===== src/rtl/fpga_reset_conditioner_if.sv =====
// -----------------------------------------------------------------------------
// fpga_reset_conditioner_if
// Purpose : bundles the board-side reset/strap signals of the reset conditioner.
//           The clock and power-on reset stay as plain ports on the module.
// Signals :
//   clk_locked_i  clock-wizard locked (asynchronous to the system clock)
//   btn_rst_i     raw reset pushbutton, active-high, bouncing
//   sw_i          raw strap switches (bit 0 boot_select, bit 1 execute_from_flash)
//   rst_no        conditioned system reset, active-low, registered
//   sw_o          debounced strap values, frozen while the system runs
//   rst_led_o     copy of rst_no for a board LED
//   state_o       debug view of the conditioner state (0 = HOLD, 1 = RUN)
//   rst_cause_o   cause of the last HOLD entry (only with RST_COND_CAUSE_EN)
// Modports: master = board/testbench side, slave = conditioner side.
// -----------------------------------------------------------------------------
interface fpga_reset_conditioner_if #(
   parameter int NUM_SW = 2
);
   logic              clk_locked_i;
   logic              btn_rst_i;
   logic [NUM_SW-1:0] sw_i;
   logic              rst_no;
   logic [NUM_SW-1:0] sw_o;
   logic              rst_led_o;
   logic              state_o;
`ifdef RST_COND_CAUSE_EN
   logic [1:0]        rst_cause_o;
`endif

   // Level signals only: no valid/ready handshake. Inputs may change at any
   // time; outputs change only on the system clock or the power-on reset.
   modport master (
      output clk_locked_i, btn_rst_i, sw_i,
      input  rst_no, sw_o, rst_led_o, state_o
`ifdef RST_COND_CAUSE_EN
      , input rst_cause_o
`endif
   );

   modport slave (
      input  clk_locked_i, btn_rst_i, sw_i,
      output rst_no, sw_o, rst_led_o, state_o
`ifdef RST_COND_CAUSE_EN
      , output rst_cause_o
`endif
   );
endinterface


===== src/rtl/fpga_reset_conditioner.sv =====
// -----------------------------------------------------------------------------
// fpga_reset_conditioner
// Purpose : merges power-on reset, clock-wizard lock and a bouncing pushbutton
//           into one clean active-low system reset, and debounces/freezes the
//           strap switches so they are stable across every reset release.
// Ports   :
//   clk_i   system clock (clock-wizard output)
//   rst_i   power-on reset, asynchronous, active-high; clears every flop
//   bus     fpga_reset_conditioner_if.slave (lock, button, straps in;
//           rst_no, sw_o, rst_led_o, state_o out)
// Option  : define RST_COND_CAUSE_EN to add bus.rst_cause_o
//           (0 power-on, 1 button, 2 lock loss, 3 both on the same cycle).
// -----------------------------------------------------------------------------
module fpga_reset_conditioner #(
   parameter int SYNC_STAGES     = 2,
   parameter int DEBOUNCE_CYCLES = 1000000,
   parameter int RST_HOLD_CYCLES = 16,
   parameter int NUM_SW          = 2
) (
   input  logic                     clk_i,
   input  logic                     rst_i,
   fpga_reset_conditioner_if.slave  bus
);

   localparam int NIN   = NUM_SW + 2;  // lock, button, straps
   localparam int NDB   = NUM_SW + 1;  // button, straps
   localparam int DB_CW = $clog2(DEBOUNCE_CYCLES + 1);
   localparam int HC_W  = $clog2(RST_HOLD_CYCLES + 1);

   // The flip happens on the DEBOUNCE_CYCLES-th consecutive differing edge,
   // i.e. when the counter already holds DEBOUNCE_CYCLES-1.
   localparam logic [DB_CW-1:0] DB_LAST   = DB_CW'(DEBOUNCE_CYCLES - 1);
   localparam logic [HC_W-1:0]  HOLD_INIT = HC_W'(RST_HOLD_CYCLES);
   localparam logic [HC_W-1:0]  HOLD_ONE  = HC_W'(1);

   typedef enum logic {
      ST_HOLD = 1'b0,
      ST_RUN  = 1'b1
   } state_t;

   // ---------------------------------------------------------------- sync
   logic [NIN-1:0]    w_raw;
   logic [NIN-1:0]    r_sync [SYNC_STAGES];
   logic [NIN-1:0]    w_sync;
   logic              w_lock_q;
   logic [NDB-1:0]    w_db_in;

   assign w_raw    = {bus.sw_i, bus.btn_rst_i, bus.clk_locked_i};
   assign w_sync   = r_sync[SYNC_STAGES-1];
   assign w_lock_q = w_sync[0];
   assign w_db_in  = w_sync[NIN-1:1];

   always_ff @(posedge clk_i or posedge rst_i) begin
      if (rst_i) begin
         for (int i = 0; i < SYNC_STAGES; i++) r_sync[i] <= '0;
      end else begin
         r_sync[0] <= w_raw;
         for (int i = 1; i < SYNC_STAGES; i++) r_sync[i] <= r_sync[i-1];
      end
   end

   // ------------------------------------------------------------ debounce
   // Index 0 is the button, indices 1.. are the straps.
   logic [NDB-1:0]    w_db;
   logic              w_btn_db;
   logic [NUM_SW-1:0] w_sw_db;

   assign w_btn_db = w_db[0];
   assign w_sw_db  = w_db[NDB-1:1];

   for (genvar g = 0; g < NDB; g++) begin : g_db
      logic             r_bit;
      logic [DB_CW-1:0] r_cnt;

      // Any cycle of agreement restarts the count, so bounces never flip.
      always_ff @(posedge clk_i or posedge rst_i) begin
         if (rst_i) begin
            r_bit <= 1'b0;
            r_cnt <= '0;
         end else if (w_db_in[g] == r_bit) begin
            r_cnt <= '0;
         end else if (r_cnt == DB_LAST) begin
            r_bit <= ~r_bit;
            r_cnt <= '0;
         end else begin
            r_cnt <= r_cnt + 1'b1;
         end
      end

      assign w_db[g] = r_bit;
   end

   // ----------------------------------------------------------------- FSM
   state_t           r_state;
   state_t           w_state_next;
   logic [HC_W-1:0]  r_hold_cnt;
   logic             w_qualified;
   logic             w_rst_n_next;
   logic             w_sw_load;
   logic             w_hold_entry;

   // Conditions under which the system may run.
   assign w_qualified = w_lock_q & ~w_btn_db;

   // State register
   always_ff @(posedge clk_i or posedge rst_i) begin
      if (rst_i) r_state <= ST_HOLD;
      else       r_state <= w_state_next;
   end

   // Next-state logic
   always_comb begin
      w_state_next = r_state;
      case (r_state)
         ST_HOLD: if (w_qualified && (r_hold_cnt == HOLD_ONE)) w_state_next = ST_RUN;
         ST_RUN:  if (!w_qualified)                            w_state_next = ST_HOLD;
         default:                                              w_state_next = ST_HOLD;
      endcase
   end

   // Output decode (registered below)
   always_comb begin
      w_rst_n_next = 1'b0;
      w_sw_load    = 1'b0;
      w_hold_entry = 1'b0;
      w_rst_n_next = (w_state_next == ST_RUN);
      w_sw_load    = (r_state == ST_HOLD);
      w_hold_entry = (r_state == ST_RUN) && (w_state_next == ST_HOLD);
   end

   // Hold counter: any disqualifying cycle reloads it, including the
   // RUN->HOLD edge, so the full hold always follows the last disturbance.
   always_ff @(posedge clk_i or posedge rst_i) begin
      if (rst_i) begin
         r_hold_cnt <= HOLD_INIT;
      end else if (!w_qualified) begin
         r_hold_cnt <= HOLD_INIT;
      end else if ((r_state == ST_HOLD) && (r_hold_cnt != '0)) begin
         r_hold_cnt <= r_hold_cnt - 1'b1;
      end
   end

   // -------------------------------------------------------------- outputs
   logic              r_rst_n;
   logic [NUM_SW-1:0] r_sw_o;

   // rst_no is taken from the next state so it rises on the same edge the
   // FSM enters RUN, and falls on the edge it re-enters HOLD.
   always_ff @(posedge clk_i or posedge rst_i) begin
      if (rst_i) begin
         r_rst_n <= 1'b0;
         r_sw_o  <= '0;
      end else begin
         r_rst_n <= w_rst_n_next;
         if (w_sw_load) r_sw_o <= w_sw_db;
      end
   end

   assign bus.rst_no    = r_rst_n;
   assign bus.rst_led_o = r_rst_n;
   assign bus.sw_o      = r_sw_o;
   assign bus.state_o   = r_state;

`ifdef RST_COND_CAUSE_EN
   logic [1:0] r_cause;

   // Bit 1 = lock loss, bit 0 = button; both set when they coincide.
   always_ff @(posedge clk_i or posedge rst_i) begin
      if (rst_i)             r_cause <= 2'd0;
      else if (w_hold_entry) r_cause <= {~w_lock_q, w_btn_db};
   end

   assign bus.rst_cause_o = r_cause;
`else
   logic w_unused_hold_entry;
   assign w_unused_hold_entry = w_hold_entry;
`endif

endmodule


===== src/flat_wrapper.sv =====
// flat-port wrapper written by rule: the top's interface ports become plain ports
module fpga_reset_conditioner_flat 
#(
   parameter int SYNC_STAGES     = 2,
   parameter int DEBOUNCE_CYCLES = 1000000,
   parameter int RST_HOLD_CYCLES = 16,
   parameter int NUM_SW          = 2
)
  (clk_i, rst_i, bus_clk_locked_i, bus_btn_rst_i, bus_sw_i, bus_rst_no, bus_sw_o, bus_rst_led_o, bus_state_o);
  fpga_reset_conditioner_if #(.NUM_SW(NUM_SW)) bus_i ();
  input  logic clk_i;
  input  logic rst_i;
  input wire logic [$bits(bus_i.clk_locked_i)-1:0] bus_clk_locked_i;
  input wire logic [$bits(bus_i.btn_rst_i)-1:0] bus_btn_rst_i;
  input wire logic [$bits(bus_i.sw_i)-1:0] bus_sw_i;
  output wire logic [$bits(bus_i.rst_no)-1:0] bus_rst_no;
  output wire logic [$bits(bus_i.sw_o)-1:0] bus_sw_o;
  output wire logic [$bits(bus_i.rst_led_o)-1:0] bus_rst_led_o;
  output wire logic [$bits(bus_i.state_o)-1:0] bus_state_o;
  assign bus_i.clk_locked_i = bus_clk_locked_i;
  assign bus_i.btn_rst_i = bus_btn_rst_i;
  assign bus_i.sw_i = bus_sw_i;
  assign bus_rst_no = bus_i.rst_no;
  assign bus_sw_o = bus_i.sw_o;
  assign bus_rst_led_o = bus_i.rst_led_o;
  assign bus_state_o = bus_i.state_o;
  fpga_reset_conditioner #(.SYNC_STAGES(SYNC_STAGES), .DEBOUNCE_CYCLES(DEBOUNCE_CYCLES), .RST_HOLD_CYCLES(RST_HOLD_CYCLES), .NUM_SW(NUM_SW)) u_core (.clk_i(clk_i), .rst_i(rst_i), .bus(bus_i));
endmodule

===== config.mk =====
export PLATFORM = sky130hd
export DESIGN_NAME = fpga_reset_conditioner_flat
export DESIGN_NICKNAME = d
export VERILOG_FILES = /design/src/rtl/fpga_reset_conditioner_if.sv /design/src/rtl/fpga_reset_conditioner.sv /design/src/flat_wrapper.sv
export SDC_FILE = /design/constraint.sdc
export NUM_CORES = 1
export LEC_CHECK = 0
export CELL_PAD_IN_SITES_DETAIL_PLACEMENT = 1
export CELL_PAD_IN_SITES_GLOBAL_PLACEMENT = 2
export CORE_ASPECT_RATIO = 0.7
export CORE_UTILIZATION = 30
export CTS_CLUSTER_DIAMETER = 40
export DETAILED_ROUTE_END_ITERATION = 10
export PLACE_DENSITY_LB_ADDON = 0.25
export REMOVE_ABC_BUFFERS = 1
export SYNTH_ARGS = -nofsm -noshare
export SYNTH_HDL_FRONTEND = slang
export SYNTH_SLANG_ARGS = --single-unit

===== constraint.sdc =====
create_clock -name clk_i -period 2.7 [get_ports clk_i]
set_clock_uncertainty 0.2 [all_clocks]
set_input_delay 0.27 -clock clk_i [delete_from_list [all_inputs] [get_ports clk_i]]
set_output_delay 0.27 -clock clk_i [all_outputs]
set_load 0.01 [all_outputs]

==> results.json, run 1 <==
{
  "cp.arrival_ns": 2.22,
  "fin_crit_ns": 2.156,
  "drt_wl_total_mm": 8.351,
  "finalSetupViolCount": 0,
  "hold_class": "register to register",
  "post_drt_wl_per_cell_um": 15.27,
  "synth_warnings": 0,
  "yosys.area.top_type": "dfrtp_1",
  "core_area_sq_um": 11930,
  "antenna_found_initial": 0,
  "min_period_over_period_pct": 79.85,
  "gp_congestion": 0.7227,
  "cts_tree": "done",
  "grt_pass1_wl_mm": 14.75,
  "final_cell_area_sq_um": 4423,
  "fmax_mhz": 463.8,
  "vdd.ir_drop.worst_uv": 346.4,
  "layout-drive-gt1-share_pct": 10.26,
  "dp_hpwl_mm": 5.876,
  "outcome": "finished, final reports clean",
  "row_count": 33,
  "overflow": 0,
  "die-area_sq_um": 12940,
  "antenna_left": 0,
  "grt_max_degree": 47,
  "yosys_register_bits": 79,
  "yosys.cell_types.count": 40,
  "synth_commonest_cells": "78 x dfrtp_1, 52 x nor2_1, 29 x xnor2_1",
  "yosys.area.top_type_share_pct": 52.10,
  "diodes": 0,
  "die_w_um": 135.6,
  "syn-instance-count": 365,
  "die_h_um": 95.49,
  "drc": 0,
  "max_slew_margin_pct": 59.29,
  "dp_slack_ns": 0.5211,
  "critPathLaunchType": "register",
  "rsz0062_at_grt": "no",
  "multiInputGateArea_sq_um": 1673,
  "clock_latency_ns": 0.34,
  "max_cap_viol_count": 0,
  "post_cts_resized": 0,
  "synthTopCellsByArea": "dfrtp_1 52%, xnor2_1 6.8%, nor2_1 5.2%, xor2_1 3.7%, nand3_1 3.1%",
  "required_ns": 2.77,
  "cts.sink_count": 79,
  "tightest_slew_ns": 0.6051,
  "avgSynthCellArea_sq_um": 10.26,
  "nNetsFinal": 397,
  "hold_violations": 0,
  "first_pass_iters": 4,
  "p_leak_nw": 1.779,
  "vias_per_cell": 5.048,
  "cts-buffers-inserted": 9,
  "htreeDepth": 3,
  "seq_area_sq_um": 1978,
  "dpl-instance-area_sq_um": 4070,
  "cp_max_fo": 5,
  "synth_edf_count": 0,
  "num_io_pins": 11,
  "start_util_pct": 31.39,
  "tns_ns": 0,
  "synth-async-reset-ratio_pct": 100.0,
  "clk_pin_slew_ns": 0.06,
  "port_buffers": 10,
  "via_count": 2761,
  "fill_cells": 1330,
  "grt_pass1_vias": 2825,
  "yosysSeqAreaShare_pct": 52.81,
  "drt-initial-drc-count": 132,
  "slew_viol_final": 0,
  "syn_to_final_growth_pct": 18.07,
  "worst_slack_ns": 0.5440,
  "cts_buffer_depth": 2,
  "fin_util_pct": 37.07,
  "root_buffer": "clkbuf_16",
  "yosysMostFrequentCell": "dfrtp_1",
  "path_class": "register to register",
  "p_per_area_nw_per_um2": 667.0,
  "endpoint_kind": "register",
  "ys.flop_type": "dfrtp_1",
  "syn-cell-area_sq_um": 3746,
  "grt_usage_pct": 14.92
}
==> where the power goes <==
group          total, W  internal (W)  leakage, nW  switching (W)
combinational  0.000249      0.000121        0.546       0.000128
sequential      0.00129       0.00124         1.07      0.0000508
clock           0.00141      0.000908        0.164       0.000504
total           0.00295       0.00227         1.78       0.000683
==> per-stage QoR <==
| stage | hold slack, ns | cells | total power [W] |
|---|---|---|---|
| 2_1_floorplan | 0.1014 | 356 | 0.001478 |
| 3_3_place_gp | 0.1325 | 531 | 0.001553 |
| 3_5_place_dp | 0.1372 | 531 | 0.001564 |
| 4_1_cts | 0.1512 | 547 | 0.002996 |
| 5_1_grt | 0.1540 | 547 | 0.003077 |
| 6_report | 0.1506 | 547 | 0.002950 |
==> final cells by class <==
type,count,share of cell area [%]
Tap cell,157,4.441
Clock buffer,9,5.092
Multi-Input combinational cell,264,37.82
Clock inverter,6,2.659
Sequential cell,79,44.72
Timing Repair Buffer,19,4.130
Inverter,13,1.132
==> flip-flops by register name, summed over array words and instances (netlist names) <==
signal and flops:
u_core.g_db.r_bit 3, u_core.bus.sw_o 2, u_core.g_db.r_cnt 60, u_core.bus.state_o 1, u_core.w_sync 4, u_core.r_hold_cnt 5, u_core.r_sync 4
==> placed cells by master, fill, tap and decap left out, types with 2 or more instances in the layout <==
cell type,instances
o31ai_1,2
inv_1,12
dfrtp_1,78
nor2_1,52
o31ai_2,3
nand2_1,11
nand4_1,17
nand4bb_1,2
a211oi_1,2
ha_1,5
mux2_2,5
nor4b_1,3
or4_1,3
xor2_1,16
and4_1,4
xnor2_1,29
and3_1,9
bufinv_16,3
nand4b_1,3
nand3_1,23
buf_4,7
a21oi_1,17
clkdlybuf4s50_1,10
nor3_1,12
o21ai_0,11
and2_1,3
or3_1,10
nor4_1,11
clkbuf_16,9
==> final timing paths <==
kind / end / slack [ns] / depth (start not counted) / startpoint
min in group asynchronous: u_core.bus.sw_o[0]$_DFFE_PP0N_ / 0.56 / 3 / rst_i
max in group asynchronous: u_core.r_hold_cnt[4]$_DFFE_PP1P_ / 1.15 / 4 / rst_i
setup / recovery: u_core.g_db[2].r_cnt[18]$_DFF_PP0_ / 0.54 / 5 / u_core.g_db[2].r_cnt[0]$_DFF_PP0_
setup reg to reg: u_core.g_db[2].r_cnt[18]$_DFF_PP0_ / 0.54 / 5 / u_core.g_db[2].r_cnt[0]$_DFF_PP0_
hold reg to reg: u_core.w_sync[2]$_DFF_PP0_ / 0.15 / 0 / u_core.r_sync[6]$_DFF_PP0_
hold / removal: u_core.w_sync[2]$_DFF_PP0_ / 0.15 / 0 / u_core.r_sync[6]$_DFF_PP0_
==> routing by layer <==
metal  share of wire [%]  up-vias  track usage [%]
met5                   0        -                0
met4                 1.1        0            5.056
met3                 2.7       10            3.934
met2                  41       23            20.49
met1                  56     1391            22.19
li1                    -     1337                -
==> what timing repair did <==
item | CTS | global route
buffers inserted | 0 | 0
endpoints found under the hold margin | 14 | 0
hold buffers | 1 | 0
==> cell families after synthesis <==
kind of cell    after synthesis  share of synthesized area [%]
mux                           5                          1.503
xor+xnor                     45                          10.52
fa+ha+maj                     5                          1.670
flops                        79                          52.81
buf+inv                      22                          2.538
simple gates                171                          24.72
compound gates               38                          6.246
==> worst max-delay path: stages (launching register included) <==
cell and delay [ns]:
dfrtp_1 0.39, ha_1 0.21, nand3_1 0.19, or3_1 0.47, or4_1 0.48, a21oi_1 0.15
Power figures use the tool's default switching activity.
==> inputs of run 2 (changes only) <==
==> constraint.sdc (replaced) <==
create_clock -name clk_i -period 2.18 [get_ports clk_i]
set_clock_uncertainty 0.2 [all_clocks]
set_input_delay 0.218 -clock clk_i [delete_from_list [all_inputs] [get_ports clk_i]]
set_output_delay 0.218 -clock clk_i [all_outputs]
set_load 0.01 [all_outputs]
==> run 2 against run 1 <==
Against the previous run:
- final cell count grew 0.91%
- sequential share of layout area down 0.33 points
- sequential power grew 24%
- setup slack worse by 0.44 ns
- flip-flop and latch count unchanged
- cell area is 0.74% higher
- first-iteration DRC count rose by 18%
- count of clock-buffer cells in the layout increased by 1
- worst hold slack worse by 0.065 ns
- global-route usage down 0.40 points
- combinational power grew 24%
- total power is 24% higher
==> results.json, run 2 (synthesis gave the netlist of run 1 again) <==
{
  "htreeDepth": 3,
  "startpoint": "u_core.g_db[1].r_cnt[7]$_DFF_PP0_",
  "die_h_um": 95.49,
  "required_ns": 2.25,
  "worst_slack_ns": 0.1011,
  "cts_tree": "done",
  "cp.arrival_ns": 2.15,
  "vias_per_cell": 5.000,
  "fmax_mhz": 481.0,
  "internal_power_w": 0.002812,
  "core_area_sq_um": 11930,
  "drt-initial-drc-count": 156,
  "final_common_cell": "dfrtp_1",
  "syn_to_final_growth_pct": 18.94,
  "fin_util_pct": 37.34,
  "gp_congestion": 0.7003,
  "worst_path_max_delay_cell": "or3_1",
  "fin_worst_hold_slack_ns": 0.08554,
  "final_cell_area_sq_um": 4456,
  "port_buffers": 10,
  "p_per_area_nw_per_um2": 821.9,
  "max_cap_viol_count": 0,
  "power.share.clock_pct": 48.0,
  "dp_hpwl_mm": 5.902,
  "p_sw_share_pct": 23.22,
  "antenna_left": 0,
  "final_cell_mix": "78 x dfrtp_1, 52 x nor2_1, 29 x xnor2_1",
  "path_class": "register to register",
  "antenna_found_initial": 0,
  "layout-drive-gt1-share_pct": 11.65,
  "top_regs": "u_core.g_db.r_cnt: 60 flops, u_core.r_hold_cnt: 5 flops",
  "nNetsFinal": 401,
  "num_io_pins": 11,
  "grt_pass1_wl_mm": 14.35,
  "r2r_start": "u_core.g_db[1].r_cnt[7]$_DFF_PP0_",
  "p_sw_w": 0.0008503,
  "cts_buffer_depth": 2,
  "hold_violations": 0,
  "p_leak_nw": 1.799,
  "fin_crit_ns": 2.079,
  "slew_viol_final": 0,
  "cts.sink_count": 79,
  "p_seq_share_pct": 43.6,
  "cp_max_fo": 8,
  "max_stage_delay_ns": 0.51,
  "start_util_pct": 31.39,
  "reg2reg_slack_ns": 0.10,
  "clock_latency_ns": 0.34,
  "regMostFlops": "u_core.g_db.r_cnt",
  "critPathLaunchType": "register",
  "worstRegToRegCells": 4,
  "grt_pass1_vias": 2847,
  "outcome": "finished, final reports clean",
  "diodes": 0,
  "cts-buffers-inserted": 9,
  "max_slew_margin_pct": 68.39,
  "finalSetupViolCount": 0,
  "holdBufCountCts": 0,
  "min_period_over_period_pct": 95.36,
  "grt_usage_pct": 14.51,
  "p_total_w": 0.003662,
  "post_drt_wl_per_cell_um": 15.13,
  "overflow": 0,
  "dpl-instance-area_sq_um": 4108,
  "hold_class": "input port to asynchronous set/reset pin",
  "vdd.ir_drop.worst_uv": 363.1,
  "drc": 0,
  "critical_path.cell_chain": "nand4_2, or3_1, or4_1, a21oi_1",
  "row_count": 33,
  "endpoint_kind": "register",
  "root_buffer": "clkbuf_16",
  "via_count": 2760,
  "p_comb_share_pct": 8.5,
  "dp_slack_ns": 0.1391,
  "clk_pin_slew_ns": 0.06,
  "drt_wl_total_mm": 8.351,
  "die_w_um": 135.6,
  "die-area_sq_um": 12940,
  "grt_max_degree": 80,
  "tightest_slew_ns": 0.4705,
  "first_pass_iters": 4,
  "largest_register_ffs": 60,
  "reg2reg_to": "u_core.g_db[1].r_cnt[18]$_DFF_PP0_"
}
[run 2: final cells by class]
type                    instances  area (sq um)
clock buffers                  10         229.0
clock inverters                 6         116.4
fillers                      1330          7477
inverters                      13         50.05
multi-input cells             264          1675
flip-flops and latches         79          1978
well taps                     157         196.4
repair buffers                 23         210.2
[run 2: worst max-delay path, delay by kind of cell (launching register included)]
kind            cells  cell delay [ns]
simple gates        3             1.19
compound gates      1             0.16
flops               1             0.46
[run 2: worst max-delay path by stage]
| stage | slack, ns | end | cells past startpoint |
|---|---|---|---|
| final | 0.10 | u_core.g_db[1].r_cnt[18]$_DFF_PP0_ | 4 |
| after global routing | -0.001 | u_core.g_db[2].r_cnt[18]$_DFF_PP0_ | 5 |
| after CTS | 0.11 | u_core.g_db[1].r_cnt[18]$_DFF_PP0_ | 4 |
| after detailed placement | 0.14 | u_core.g_db[2].r_cnt[18]$_DFF_PP0_ | 5 |
| after global placement | 0.19 | u_core.g_db[2].r_cnt[18]$_DFF_PP0_ | 5 |
| after floorplan | -0.26 | u_core.bus.state_o$_DFF_PP0_ | 1 |
[run 2: routing by layer]
layer  wire length (um)  vias up  part of all wire [%]  global-route usage [%]
met5                  0        -                     0                       0
met4                127        0                   1.5                   5.337
met3                251       10                   3.0                   3.828
met2               3349       27                    40                   19.86
met1               4622     1375                    55                   21.48
li1                   -     1348                     -                       -
[run 2: what timing repair did]
action,CTS,global route
setup endpoints to repair,0,1
resized for setup,0,1
buffers inserted,0,0
[run 2: metrics by stage]
step	instances	setup TNS, ns
global placement	536	0
CTS	552	0
detailed placement	536	0
floorplan	356	-20.26
global route	552	-0.001171
finish	552	0
[run 2: power by group through the flow]
stage          clock network, W  logic, W  registers, W
6_report                0.00176  0.000310       0.00160
5_1_grt                 0.00187  0.000356       0.00161
4_1_cts                 0.00182  0.000320       0.00160
3_5_place_dp                  0  0.000317       0.00162
3_3_place_gp                  0  0.000304       0.00162
2_1_floorplan                 0  0.000222       0.00161
==> inputs of run 3 (changes only) <==
--- a/config.mk
+++ b/config.mk
@@ -9,9 +9,9 @@
 export CELL_PAD_IN_SITES_GLOBAL_PLACEMENT = 2
 export CORE_ASPECT_RATIO = 0.7
 export CORE_UTILIZATION = 30
-export CTS_CLUSTER_DIAMETER = 40
 export DETAILED_ROUTE_END_ITERATION = 10
 export PLACE_DENSITY_LB_ADDON = 0.25
+export RECOVER_POWER = 100
 export REMOVE_ABC_BUFFERS = 1
 export SYNTH_ARGS = -nofsm -noshare
 export SYNTH_HDL_FRONTEND = slang
==> run 3 against run 2 <==
Against the previous run:
- first-iteration DRC count increased by 2.6%
- wire length about the same
- non-clock buffer count unchanged
- worst hold slack gained 0.065 ns
- global-route usage unchanged
- final cell count is the same
- sequential power about the same
- largest power group unchanged
- highest routed layer unchanged
==> results.json, run 3 (synthesis gave the netlist of run 1 again) <==
{
  "layout-drive-gt1-share_pct": 11.65,
  "final_common_cell": "dfrtp_1",
  "path_class": "register to register",
  "drc": 0,
  "drt-initial-drc-count": 160,
  "clk_pin_slew_ns": 0.06,
  "die-area_sq_um": 12940,
  "drt_wl_total_mm": 8.348,
  "antenna_left": 0,
  "dp_hpwl_mm": 5.902,
  "routed.top_layer": "met4",
  "top_regs": "u_core.g_db.r_cnt: 60 flops, u_core.r_hold_cnt: 5 flops",
  "syn_to_final_growth_pct": 18.60,
  "endpoint_kind": "register",
  "overflow": 0,
  "antenna_found_initial": 0,
  "tightest_slew_ns": 1.105,
  "vdd.ir_drop.worst_uv": 362.0,
  "min_period_over_period_pct": 95.25,
  "grt_usage_pct": 14.51,
  "critPathLaunchType": "register",
  "cts.sink_count": 79,
  "max_cap_viol_count": 0,
  "p_total_w": 0.003655,
  "vias_per_cell": 5.024,
  "grt_pass1_wl_mm": 14.35,
  "regMostFlops": "u_core.g_db.r_cnt",
  "multiInputGateArea_sq_um": 1675,
  "grt_pass1_vias": 2847,
  "diodes": 0,
  "root_buffer": "clkbuf_16",
  "cts-buffers-inserted": 9,
  "start_util_pct": 31.39,
  "m1WireLength_mm": 4.548,
  "p_leak_nw": 1.791,
  "place_inst": 536,
  "wl_met3_um": 240,
  "first_pass_iters": 4,
  "die_h_um": 95.49,
  "max_slew_margin_pct": 26.35,
  "slew_viol_final": 0,
  "hold_violations": 0,
  "finalSetupViolCount": 0,
  "num_io_pins": 11,
  "p_per_area_nw_per_um2": 822.6,
  "cp.arrival_ns": 2.14,
  "largest_register_ffs": 60,
  "required_ns": 2.25,
  "fmax_mhz": 481.6,
  "port_buffers": 10,
  "stdcell_count": 552,
  "gp_congestion": 0.7003,
  "htreeDepth": 3,
  "via_count": 2773,
  "cp_max_fo": 8,
  "fin_crit_ns": 2.077,
  "outcome": "finished, final reports clean",
  "seq_area_sq_um": 1978,
  "row_count": 33,
  "post_drt_wl_per_cell_um": 15.12,
  "fill_cells": 1332,
  "cts_tree": "done",
  "die_w_um": 135.6,
  "final_cell_mix": "78 x dfrtp_1, 52 x nor2_1, 29 x xnor2_1",
  "core_area_sq_um": 11930,
  "cts_buffer_depth": 2,
  "nNetsFinal": 401,
  "clock_latency_ns": 0.34,
  "hold_class": "register to register",
  "grt_max_degree": 80,
  "wl_met2_mm": 3.434
}
## run 3: cell types whose count changed in the layout (fill, tap and decap cells not counted), sizes merged
cell           change
clkdlybuf4s50      -5
dlygate4sd3        +5
buf                -1
clkbuf             +1
clkinv             -1
clkinvlp           +1
## run 3: final cells by class
type	count	area share, %
timing repair buffer	23	4.449
multi-input combinational	264	37.71
sequential	79	44.52
tap	157	4.421
clock inverter	6	2.619
inverter	13	1.126
clock buffer	10	5.153
## run 3: worst paths after layout
kind                                                   start                                 end  slack, ns  cells past startpoint
max                        u_core.g_db[1].r_cnt[7]$_DFF_PP0_  u_core.g_db[1].r_cnt[18]$_DFF_PP0_       0.10                      4
min in group asynchronous                              rst_i      u_core.bus.sw_o[0]$_DFFE_PP0N_       0.51                      3
max reg2reg                u_core.g_db[1].r_cnt[7]$_DFF_PP0_  u_core.g_db[1].r_cnt[18]$_DFF_PP0_       0.10                      4
max in group asynchronous                              rst_i  u_core.g_db[2].r_cnt[15]$_DFF_PP0_       0.54                      3
min reg2reg                       u_core.r_sync[7]$_DFF_PP0_          u_core.w_sync[3]$_DFF_PP0_       0.15                      0
min                               u_core.r_sync[7]$_DFF_PP0_          u_core.w_sync[3]$_DFF_PP0_       0.15                      0
## run 3: critical path, stage by stage, from the launching register on
cell and delay (ns):
dfrtp_1 0.46, nand4_2 0.17, or3_1 0.51, or4_1 0.51, a21oi_1 0.16
## run 3: stage by stage
step                      utilization [%]  hold WS (ns)    TNS, ns  instance area, sq um  setup slack [ns]
after detailed placement            34.42        0.1389          0                  4108            0.1391
after global placement              34.42        0.1323          0                  4108            0.1935
after floorplan                         -       0.04943     -20.26                  3700           -0.2597
final                               37.23        0.1502          0                  4443            0.1034
after CTS                           37.32       0.09737          0                  4453            0.1130
after global routing                37.23        0.1566  -0.001171                  4443         -0.001171
## run 3: what timing repair did
action	4_1_cts	5_1_grt
setup buffers	0	0
resized for setup	0	1
hold buffers	0	0
endpoints found under the setup margin	0	1
## run 3: metal layers
| metal | GRT usage, % | vias up |
|---|---|---|
| met2 | 19.86 | 27 |
| li1 | - | 1345 |
| met4 | 5.337 | 0 |
| met3 | 3.828 | 10 |
| met1 | 21.48 | 1391 |
| met5 | 0 | - |
## run 3: power by group
part | internal [W] | total, W | switching (W)
clock network | 0.00113 | 0.00176 | 0.000626
logic | 0.000144 | 0.000304 | 0.000160
registers | 0.00153 | 0.00160 | 0.0000618
total | 0.00281 | 0.00365 | 0.000848
